$ cat config.mk
export PLATFORM = sky130hd
export DESIGN_NAME = din_debounce
export DESIGN_NICKNAME = d
export VERILOG_FILES = /design/src/rtl/din_debounce_pkg.sv /design/src/rtl/din_debounce_sync_2ff.sv /design/src/rtl/din_debounce.sv
export SDC_FILE = /design/constraint.sdc
export NUM_CORES = 1
export LEC_CHECK = 0
export ABC_AREA = 1
export CELL_PAD_IN_SITES_DETAIL_PLACEMENT = 1
export CELL_PAD_IN_SITES_GLOBAL_PLACEMENT = 1
export CORE_MARGIN = 4
export CORE_UTILIZATION = 44
export CTS_CLUSTER_SIZE = 16
export DETAILED_ROUTE_END_ITERATION = 16
export MAX_ROUTING_LAYER = met4
export PLACE_DENSITY_LB_ADDON = 0.1
export SLEW_MARGIN = 10
export SYNTH_ARGS = -nofsm -noshare
export SYNTH_HDL_FRONTEND = slang
export SYNTH_SLANG_ARGS = --single-unit
$ cat constraint.sdc
create_clock -name clk -period 2 [get_ports clk]
set_input_delay 0.3 -clock clk [delete_from_list [all_inputs] [get_ports clk]]
set_output_delay 0.3 -clock clk [all_outputs]
set_load 0.005 [all_outputs]
$ cat src/rtl/din_debounce_pkg.sv
// Shared constants for the din_debounce input-conditioning stage:
// FSM state encodings and default qualification parameters.
package din_debounce_pkg;

    localparam logic [1:0] ST_LO   = 2'd0;
    localparam logic [1:0] WAIT_HI = 2'd1;
    localparam logic [1:0] ST_HI   = 2'd2;
    localparam logic [1:0] WAIT_LO = 2'd3;

    localparam int DEFAULT_STABLE_CYCLES = 4;
    localparam int DEFAULT_CNT_W         = 8;

endpackage

$ cat src/rtl/din_debounce_sync_2ff.sv
// Reusable two-flop synchroniser for a single asynchronous bit,
// cleared asynchronously by an active-high reset.
module sync_2ff (
    input  logic clk,
    input  logic rst,
    input  logic d,
    output logic q
);

    logic s1_q;
    logic s2_q;

    always_ff @(posedge clk or posedge rst) begin
        if (rst) begin
            s1_q <= 1'b0;
            s2_q <= 1'b0;
        end else begin
            s1_q <= d;
            s2_q <= s1_q;
        end
    end

    assign q = s2_q;

endmodule

$ cat src/rtl/din_debounce.sv
// Debouncer: synchronises a raw bit, accepts a level change only after it has
// held for STABLE_CYCLES samples, and emits registered one-cycle rise/fall pulses.
module din_debounce
    import din_debounce_pkg::*;
#(
    parameter int STABLE_CYCLES = DEFAULT_STABLE_CYCLES,
    parameter int CNT_W         = DEFAULT_CNT_W
) (
    input  logic clk,
    input  logic rst,
    input  logic din_raw,
    output logic dout,
    output logic rise,
    output logic fall,
    output logic busy
);

    localparam logic [CNT_W-1:0] CNT_ONE  = {{(CNT_W-1){1'b0}}, 1'b1};
    localparam logic [CNT_W-1:0] CNT_LAST = CNT_W'(STABLE_CYCLES - 1);

    logic             din_s;
    logic [1:0]       state_q, state_d;
    logic [CNT_W-1:0] cnt_q,   cnt_d;
    logic             dout_q,  dout_d;
    logic             rise_q,  rise_d;
    logic             fall_q,  fall_d;
    logic             busy_q,  busy_d;

    sync_2ff u_sync (
        .clk (clk),
        .rst (rst),
        .d   (din_raw),
        .q   (din_s)
    );

    // The sample that leaves a stable state counts as the first stable sample,
    // so the WAIT states start at cnt=1 and finish when cnt reaches STABLE_CYCLES-1.
    always_comb begin
        state_d = state_q;
        cnt_d   = cnt_q;
        dout_d  = dout_q;
        rise_d  = 1'b0;
        fall_d  = 1'b0;
        case (state_q)
            ST_LO: begin
                if (din_s) begin
                    state_d = WAIT_HI;
                    cnt_d   = CNT_ONE;
                end else begin
                    cnt_d   = '0;
                end
            end
            WAIT_HI: begin
                if (!din_s) begin
                    state_d = ST_LO;
                    cnt_d   = '0;
                end else if (cnt_q == CNT_LAST) begin
                    state_d = ST_HI;
                    cnt_d   = '0;
                    dout_d  = 1'b1;
                    rise_d  = 1'b1;
                end else begin
                    cnt_d   = cnt_q + CNT_ONE;
                end
            end
            ST_HI: begin
                if (!din_s) begin
                    state_d = WAIT_LO;
                    cnt_d   = CNT_ONE;
                end else begin
                    cnt_d   = '0;
                end
            end
            WAIT_LO: begin
                if (din_s) begin
                    state_d = ST_HI;
                    cnt_d   = '0;
                end else if (cnt_q == CNT_LAST) begin
                    state_d = ST_LO;
                    cnt_d   = '0;
                    dout_d  = 1'b0;
                    fall_d  = 1'b1;
                end else begin
                    cnt_d   = cnt_q + CNT_ONE;
                end
            end
            default: begin
                state_d = ST_LO;
                cnt_d   = '0;
            end
        endcase
        busy_d = (state_d == WAIT_HI) || (state_d == WAIT_LO);
    end

    always_ff @(posedge clk or posedge rst) begin
        if (rst) begin
            state_q <= ST_LO;
            cnt_q   <= '0;
            dout_q  <= 1'b0;
            rise_q  <= 1'b0;
            fall_q  <= 1'b0;
            busy_q  <= 1'b0;
        end else begin
            state_q <= state_d;
            cnt_q   <= cnt_d;
            dout_q  <= dout_d;
            rise_q  <= rise_d;
            fall_q  <= fall_d;
            busy_q  <= busy_d;
        end
    end

    assign dout = dout_q;
    assign rise = rise_q;
    assign fall = fall_q;
    assign busy = busy_q;

endmodule

==> qor.csv <==
metric,value,unit
Post-synth EDFFs,0,
Yosys reg bits,16,
sequential share of the synthesized area,0.526,
"Top FF cell, synth",dfrtp_1,
Rel. slew slack,0.605,
Residual DRC,0,
Yosys cell types,17,
largest net degree at the start of global routing,17,
Layout area overhead,15.3,%
dpl cell area,841,um^2
Max Slew Vio Count,0,
Crit path max-delay family,buffers and inverters,
final hold vios,0,
buffers plus inverters on the worst setup path,1,
internal power,0.581,mW
starting density of the core,0.483,
met2 routed wirelength,729,um
list of most frequent post-synthesis cells,"nand2_1 (21), dfrtp_1 (16), inv_1 (13), nor2_1 (13), nand3_1 (6)",
Clock Sinks,16,
via count,597,
overall routed net length,1530,um
CP endpoint kind,output port,
DR top layer,met4,
maximum VDD drop,0.516,mV
Post-synth ARST share,1.00,
final period utilization,0.730,
die extent in y,49.6,um
fmax,685,MHz
type of the worst setup path,register to output port,
RSZ-0062 raised after global routing,no,
routed vias/inst,5.24,
first-pass GRT wire length,2700,um
Worst EP required,1.70,ns
vias in the first global route,622,
Rows,14,
max-cap violations,0,
CORE AREA,1580,um^2
Power Dens Cells,964,nW/um^2
Max clock buf depth,2,
"top cells by area, synth","dfrtp_1 (53%), nand2_1 (10%), inv_1 (6.4%), nor2_1 (6.4%), nand3_1 (3.9%)",
NumNets Final,103,
io pins,7,
PortBufs,6,
Synth warnings,0,
"Setup violations, final",0,
fin crit period,1.46,ns
slowest cell delay on critical path,0.50,ns
leakage power,0.425,nW
CP cell instances,clkdlybuf4s50_1,
"antenna viol nets, final",0,
number of CTS-inserted buffers,3,
layout cell share with drive strength beyond 1,0.112,
status,finished clean,
root buffer cell,clkbuf_4,
Critical Path Start Type,register,
Metal-1 WL,730,um
top-count cell post-synth,nand2_1,
setup TNS,0,ns
cell count after synthesis,88,
first drt pass iteration count,2,
net switching power,0.265,mW
grt total ovfl,0,
post-route cell area,877,um^2
dominant cell type by area after synthesis,dfrtp_1,
die width,49.6,um
Worst Hold Class,primary input to async pin,
initial detailed-routing violation count,5,
post-synthesis cell area,761,um^2
Clock power frac,0.258,
Slowest cell on crit path,clkdlybuf4s50_1,
"Reg clk slew, reported paths",0.10,ns
total die area,2460,um^2
met3 WL,44,um
worst slew pin tran,0.591,ns
routability cong.,0.849,
initial antenna violation count,0,
sequential power share,0.503,
cts-stage hold buffer count,0,
number of antenna diodes,0,
All-Layer GR Usage,0.150,
DR WL/cell,13.4,um
clk_lat worst skew,0.29,ns
number of H-tree levels,1,
CP Data Arrival Time,1.16,ns
CTS resizes,0,
share of the synthesized area in the top cell type,0.526,
clock skew,0.00435,ns
combinational power share,0.240,
Post-CTS Setup Repair Bufs,0,
Mapped Nets,92,
Net Sw Frac,0.313,
post-DP HPWL,1200,um
CTS tree,yes,
Mean Syn Cell Area,8.64,um^2
Max Fanout on Critical Path,2,
==> power groups by stage <==
stage	Clock, mW	Combinational [mW]	Sequential (mW)
floorplan	0	0.134	0.422
global placement	0	0.202	0.428
detailed placement	0	0.208	0.433
CTS	0.219	0.208	0.426
global route	0.240	0.231	0.434
finish	0.218	0.203	0.425
==> placed cells by master, fill, tap and decap left out, types with 2 or more instances in the layout <==
| cell | synthesis | routed |
|---|---|---|
| nand2_1 | 21 | 21 |
| dfrtp_1 | 16 | 16 |
| inv_1 | 13 | 13 |
| nor2_1 | 13 | 13 |
| nand3_1 | 6 | 6 |
| clkdlybuf4s50_1 | 0 | 6 |
| a21oi_1 | 5 | 5 |
| clkbuf_4 | 0 | 3 |
| nand2_2 | 2 | 2 |
| nor2_4 | 2 | 2 |
| xor2_1 | 2 | 2 |
==> routing by layer <==
metal  GRT usage  vias up
li1            -      292
met1       0.184      293
met2       0.244        8
met3      0.0271        4
met4      0.0553        0
met5           -        -
==> logic make-up (layout without fill, tap and decap cells) <==
kind of cell | count (synthesis) | in the layout | synth area share
flops | 16 | 16 | 0.526
compound gates | 6 | 6 | 0.0576
simple gates | 49 | 49 | 0.301
fa+ha+maj | 1 | 1 | 0.0164
buf+inv | 13 | 23 | 0.0641
xor+xnor | 3 | 3 | 0.0345
==> flip-flops by register name, summed over array words and instances (netlist names) <==
name / flops
u_sync.q: 1
dout: 1
cnt_q: 8
busy: 1
rise: 1
fall: 1
state_q: 2
u_sync.s1_q: 1
==> path summary, 6_finish.rpt <==
kind | startpoint | end | slack [ns] | cells past startpoint
min in group clk | u_sync.s1_q | u_sync.q | 0.37 | 0
worst max-delay path | dout | dout | 0.54 | 1
worst min register to register | u_sync.s1_q | u_sync.q | 0.37 | 0
max in group asynchronous | rst | cnt_q[2] | 1.26 | 2
worst min-delay path | rst | rise | 0.36 | 2
worst max register to register | cnt_q[0] | state_q[1] | 0.68 | 6
==> stage by stage <==
step                power, mW  instances  utilization  hold WS, ns  setup slack, ns
floorplan               0.556         88            -        0.214            0.831
global placement        0.631        110        0.533        0.331            0.711
detailed placement      0.640        110        0.533        0.358            0.657
CTS                     0.853        114        0.556        0.381            0.539
global route            0.905        114        0.556        0.394            0.497
finish                  0.846        114        0.556        0.360            0.540
==> area by class of cell <==
| cell class | count | area, um^2 |
|---|---|---|
| tap | 16 | 20.0 |
| timing repair buffer | 6 | 60.1 |
| clock buffer | 4 | 36.3 |
| multi-input combinational | 59 | 312 |
| inverter | 13 | 48.8 |
| fill | 203 | 699 |
| sequential | 16 | 400 |
No activity file was read; power rests on OpenSTA's default activity.
